==> src/rtl/sram_like_arbiter.sv <==
// sram_like_arbiter: shares one sram-like master port between fetch and load/store requesters.
// Define ARB_ROUND_ROBIN_EN for alternating grants; the default build gives data fixed priority.
module sram_like_arbiter #(
    parameter int MAX_OUTSTANDING = 2,
    parameter int OWNER_PTR_W     = 3
) (
    input  logic        clk,
    input  logic        rst,
    input  logic        inst_req,
    input  logic        inst_wr,
    input  logic [1:0]  inst_size,
    input  logic [31:0] inst_addr,
    input  logic [3:0]  inst_wstrb,
    input  logic [31:0] inst_wdata,
    output logic        inst_addr_ok,
    output logic        inst_data_ok,
    output logic [31:0] inst_rdata,
    input  logic        data_req,
    input  logic        data_wr,
    input  logic [1:0]  data_size,
    input  logic [31:0] data_addr,
    input  logic [3:0]  data_wstrb,
    input  logic [31:0] data_wdata,
    output logic        data_addr_ok,
    output logic        data_data_ok,
    output logic [31:0] data_rdata,
    output logic        mem_req,
    output logic        mem_wr,
    output logic [1:0]  mem_size,
    output logic [31:0] mem_addr,
    output logic [3:0]  mem_wstrb,
    output logic [31:0] mem_wdata,
    input  logic        mem_addr_ok,
    input  logic        mem_data_ok,
    input  logic [31:0] mem_rdata
);
    localparam int CNT_W = $clog2(MAX_OUTSTANDING + 1);
    localparam int DEPTH = 1 << OWNER_PTR_W;

    typedef enum logic [1:0] {IDLE, HOLD_INST, HOLD_DATA} state_t;

    state_t                 state_q, state_d;
    logic [DEPTH-1:0]       owner_q, owner_d;
    logic [OWNER_PTR_W-1:0] wr_ptr_q, wr_ptr_d, rd_ptr_q, rd_ptr_d;
    logic [CNT_W-1:0]       count_q, count_d;
    logic                   full, empty, idle_data, gnt_inst, gnt_data, push, pop;
`ifdef ARB_ROUND_ROBIN_EN
    logic                   last_grant_q, last_grant_d;
`endif

    function automatic logic [OWNER_PTR_W-1:0] nxt(input logic [OWNER_PTR_W-1:0] p);
        return (p == OWNER_PTR_W'(MAX_OUTSTANDING - 1)) ? '0 : p + OWNER_PTR_W'(1);
    endfunction

    always_comb begin
        full  = count_q == CNT_W'(MAX_OUTSTANDING);
        empty = count_q == '0;
`ifdef ARB_ROUND_ROBIN_EN
        idle_data = data_req && (!inst_req || !last_grant_q);
`else
        idle_data = data_req;
`endif
        gnt_data = (state_q == HOLD_DATA) ? data_req : (state_q == HOLD_INST) ? 1'b0 : idle_data;
        gnt_inst = (state_q == HOLD_INST) ? inst_req : (state_q == HOLD_DATA) ? 1'b0 : inst_req && !idle_data;
        mem_req   = (gnt_inst || gnt_data) && !full;
        mem_wr    = gnt_data ? data_wr    : gnt_inst ? inst_wr    : 1'b0;
        mem_size  = gnt_data ? data_size  : gnt_inst ? inst_size  : 2'b0;
        mem_addr  = gnt_data ? data_addr  : gnt_inst ? inst_addr  : 32'b0;
        mem_wstrb = gnt_data ? data_wstrb : gnt_inst ? inst_wstrb : 4'b0;
        mem_wdata = gnt_data ? data_wdata : gnt_inst ? inst_wdata : 32'b0;
        push = mem_req && mem_addr_ok;
        pop  = mem_data_ok && !empty;
        inst_addr_ok = gnt_inst && push;
        data_addr_ok = gnt_data && push;
        inst_data_ok = pop && !owner_q[rd_ptr_q];
        data_data_ok = pop && owner_q[rd_ptr_q];
        inst_rdata = mem_rdata;
        data_rdata = mem_rdata;
        // a dropped request in a hold state releases the lock as well as an accept
        state_d = state_q;
        if (state_q == IDLE) begin
            if (mem_req && !mem_addr_ok)
                state_d = gnt_data ? HOLD_DATA : HOLD_INST;
        end else if (!(gnt_inst || gnt_data) || push) begin
            state_d = IDLE;
        end
        owner_d = owner_q;
        if (push)
            owner_d[wr_ptr_q] = gnt_data;
        wr_ptr_d = push ? nxt(wr_ptr_q) : wr_ptr_q;
        rd_ptr_d = pop ? nxt(rd_ptr_q) : rd_ptr_q;
        count_d  = count_q + CNT_W'(push) - CNT_W'(pop);
`ifdef ARB_ROUND_ROBIN_EN
        last_grant_d = push ? !last_grant_q : last_grant_q;
`endif
    end

    always_ff @(posedge clk or posedge rst) begin
        if (rst) begin
            state_q  <= IDLE;
            owner_q  <= '0;
            wr_ptr_q <= '0;
            rd_ptr_q <= '0;
            count_q  <= '0;
`ifdef ARB_ROUND_ROBIN_EN
            last_grant_q <= 1'b0;
`endif
        end else begin
            state_q  <= state_d;
            owner_q  <= owner_d;
            wr_ptr_q <= wr_ptr_d;
            rd_ptr_q <= rd_ptr_d;
            count_q  <= count_d;
`ifdef ARB_ROUND_ROBIN_EN
            last_grant_q <= last_grant_d;
`endif
        end
    end
endmodule
==> config.mk <==
export PLATFORM = sky130hd
export DESIGN_NAME = sram_like_arbiter
export DESIGN_NICKNAME = d
export VERILOG_FILES = /design/src/rtl/sram_like_arbiter.sv
export SDC_FILE = /design/constraint.sdc
export NUM_CORES = 1
export LEC_CHECK = 0
export ABC_AREA = 1
export CORE_AREA = 2 2 126 128
export CTS_BUF_LIST = sky130_fd_sc_hd__clkbuf_4 sky130_fd_sc_hd__clkbuf_8
export DETAILED_ROUTE_END_ITERATION = 10
export DIE_AREA = 0 0 128 130
export HOLD_SLACK_MARGIN = 0.03
export SYNTH_ARGS = -nofsm -noshare
export SYNTH_HDL_FRONTEND = slang
export SYNTH_SLANG_ARGS = --single-unit
==> constraint.sdc <==
create_clock -name clk -period 1.83 [get_ports clk]
set_input_delay 0.4575 -clock clk [delete_from_list [all_inputs] [get_ports clk]]
set_output_delay 0.4575 -clock clk [all_outputs]
set_load 0.05 [all_outputs]
==> results.rst <==
.. list-table::
   :header-rows: 1

   * - Metric
     - Value
   * - Post-detailed-routing wire length
     - between 10000 and 15000 µm
   * - Placed wire-length estimate after detailed placement
     - 9340 µm
   * - Clock buffer count from CTS
     - 3
   * - Class of the most critical hold timing path
     - reg2reg
   * - Max Cap Violations
     - 0
   * - Number of synthesized flops with an enable pin
     - 0
   * - Post-Route Hold Slack
     - approximately 0.50 ns
   * - GRT Util Overall
     - approximately 13%
   * - Placer Congestion
     - between 0.7 and 0.8
   * - Total DRC errors in the routed layout
     - 0
   * - CTS Hold Buffers Added
     - 0
   * - Flip-flop cell with the highest count after synthesis
     - dfrtp_1
   * - Largest fanout of any net on the critical path
     - 6
   * - Post-Place Setup Slack
     - -0.442 ns
   * - TritonCTS clock tree
     - built
   * - Violations in the final reports
     - setup timing
   * - Worst-case clock buffer depth
     - 2
   * - Max-slew violation count
     - 0
   * - Slew Limit Headroom
     - 79.6%
   * - Fraction of final layout cells sized beyond drive strength 1
     - ~47%
   * - Switching power as a share of total power
     - between 40% and 50%
   * - Sw Pwr
     - roughly 3700 µW
   * - Run status
     - finished, violations left
   * - GR Overflow Total
     - 0
   * - Synth cell types
     - 21
   * - Leakage power of the design
     - about 0.003 µW
   * - Number of optimization iterations in the first detailed-route pass
     - 4
   * - Filler instances
     - between 1500 and 2000
   * - Period utilisation layout
     - 113%
   * - Detail-routed net length per standard cell
     - 15.4 µm
   * - IR drop worst, VDD
     - ~0.00069 V
   * - Share of the yosys chip area belonging to registers
     - between 10% and 20%
   * - Root Driver
     - clkbuf_8
   * - Post-Synthesis Cells
     - between 400 and 500
   * - Type of the worst setup path
     - reg2out
   * - Layout net count
     - 810
   * - RSZ-0062 raised after global routing
     - yes
   * - Wire length of the first global-routing pass
     - around 18000 µm
   * - Slack of the critical path
     - -0.245 ns
   * - Pint
     - approximately 3700 µW
   * - Startpoint class of the critical path
     - flip-flop
   * - Remaining antenna violation count after routing
     - 0
   * - Area growth from synthesis to layout
     - 161%
   * - Sequential power share
     - 10.5%
   * - Worst Max-Slew Pin Slew
     - 0.304 ns
   * - Site Rows
     - 46
   * - Relative contribution of combinational cells to total power
     - 85.8%
   * - Number of synthesized register bits
     - 18
   * - IO buf count
     - approximately 220
   * - Floorplan die area
     - roughly 17000 µm²
   * - Final total negative setup slack
     - -15.34 ns
   * - R2R cell count
     - 13
   * - Hold path depth
     - 2
   * - Clk sinks
     - 18
   * - Pwr Density
     - roughly 1100 nW/µm²
   * - Max H-tree Level
     - 1
   * - Maximum number of pins on one net before global-route repair
     - 29
   * - Final Hold Fails
     - 0
   * - Sort of element at the end of the critical path
     - output pin
   * - Share of synthesized registers carrying an async set or reset
     - 100%
   * - Core region area
     - 15400 µm²
   * - Antenna violations before repair
     - 0
   * - Synthesized netlist net count
     - 623
   * - Starting density of the core
     - 16.3%
   * - Commonest cells after routing, fill and taps aside
     - clkdlybuf4s50_1 (144), buf_12 (83), nand2_2 (71)
   * - Final std cells w/o fill
     - 818
   * - Mean instance size in the synthesized netlist
     - 5.71 µm²
   * - Total of endpoints with negative setup slack in the final report
     - 76
   * - Power consumption
     - ~7400 µW
   * - Clock transition time at the flip-flop clock pins of the worst setup and hold paths
     - around 0.060 ns
   * - Via Count
     - 3410
   * - Timing-limited maximum frequency
     - 482 MHz
   * - Dpl cells
     - roughly 790
   * - Data arrival at the endpoint of the critical path
     - ~1.6 ns
   * - Via count of the first global-routing pass
     - between 3000 and 4000
   * - Antenna diode count
     - 0
   * - Required time of the critical path
     - about 1.4 ns
   * - Minimum clock period
     - roughly 2.1 ns
   * - Leading cell type in the layout, fill and taps excluded
     - clkdlybuf4s50_1
   * - Cell area after technology mapping
     - 2520 µm²
   * - First DRT Iteration DRCs
     - approximately 110
   * - Number of vias per cell
     - between 4 and 5
   * - Count of pins on the block boundary
     - 320
   * - Yosys warning count
     - 0
   * - Clock latency reported for the late side of the worst-skew pair
     - around 0.25 ns
   * - DIE HEIGHT
     - between 100 and 150 µm
   * - Setup Skew
     - between 0.005 and 0.006 ns
   * - Relative contribution of the clock network to total power
     - about 3.7%
   * - Die width
     - ~130 µm
-- per-stage QoR --
step	util, %	instance area (µm²)
2_1_floorplan	-	2550
3_3_place_gp	35.3	5440
3_5_place_dp	35.3	5440
4_1_cts	40.5	6250
5_1_grt	42.6	6570
6_report	42.6	6570
-- power groups by stage --
stage | Combinational [µW] | Clock, µW | Sequential [µW]
3_5_place_dp | 5280 | 0 | 745
2_1_floorplan | 3050 | 0 | 681
6_report | 6330 | 274 | 775
5_1_grt | 6690 | 297 | 799
4_1_cts | 6080 | 283 | 769
3_3_place_gp | 5260 | 0 | 739
-- timing repair --
action,4_1_cts,5_1_grt
pin swaps,24,44
resized for setup,178,62
buffers inserted,10,4
cloned,5,4
setup endpoints to repair,78,77
-- cells by family after synthesis --
| group | Yosys count | share of synthesized area, % |
|---|---|---|
| XOR/XNOR | 4 | 1.39 |
| AO/OA/AOI/OAI | 19 | 3.87 |
| buffers and inverters | 109 | 27.2 |
| flip-flops | 18 | 17.9 |
| AND/OR/NAND/NOR | 289 | 48.7 |
| adder cells (fa/ha/maj) | 2 | 0.993 |
-- sequential cells by signal (all words and copies together), names as in the netlist --
name and count:
owner_q 8, wr_ptr_q 3, rd_ptr_q 3, count_q 2
state_q 2
-- worst max-delay path, stage by stage, from the launching register on --
cell       delay (ns)
dfrtp_1          0.41
inv_2            0.09
nand2_4          0.05
nand2_4          0.07
nand3_4          0.08
inv_6            0.09
buf_8            0.13
clkbuf_16        0.16
nand2_2          0.05
nand2_2          0.09
buf_12           0.14
-- cell type report --
class / count / area (µm²) / share of cell area, %
Tap cell: 192 / 240 / 3.66
Sequential cell: 18 / 452 / 6.88
Timing Repair Buffer: 272 / 3620 / 55.1
Multi-Input combinational cell: 314 / 2140 / 32.5
Clock buffer: 3 / 41.3 / 0.629
Inverter: 19 / 81.3 / 1.24
-- synthesized netlist by cell type (all sizes together) (2+ instances only) --
| master | instances | area share, % |
|---|---|---|
| buf | 74 | 22 |
| clkbuf | 16 | 2.4 |
| dfrtp | 18 | 18 |
| ha | 2 | 0.99 |
| inv | 19 | 2.8 |
| nand2 | 178 | 27 |
| nand3 | 78 | 15 |
| nand4 | 10 | 2.5 |
| nor2 | 22 | 3.6 |
| o21ai | 17 | 3.4 |
| xor2 | 3 | 1.0 |
-- path summary, 6_finish.rpt --
path / slack (ns) / startpoint / endpoint
worst max-delay path: -0.25 / state_q[1] / mem_wdata[20]
worst min register to register: 0.50 / owner_q[0] / owner_q[0]
worst min-delay path: 0.50 / owner_q[0] / owner_q[0]
worst max register to register: -0.06 / state_q[1] / count_q[1]
min in group asynchronous: 0.51 / rst / count_q[0]
max in group asynchronous: 1.10 / rst / rd_ptr_q[0]
-- layer usage --
layer  share of wire (%)  track usage, %
met4                 1.5            2.46
met3                 6.4            3.53
met2                  54            24.9
met5                   0               0
met1                  38            15.7
(Power assumes the default switching activity.)
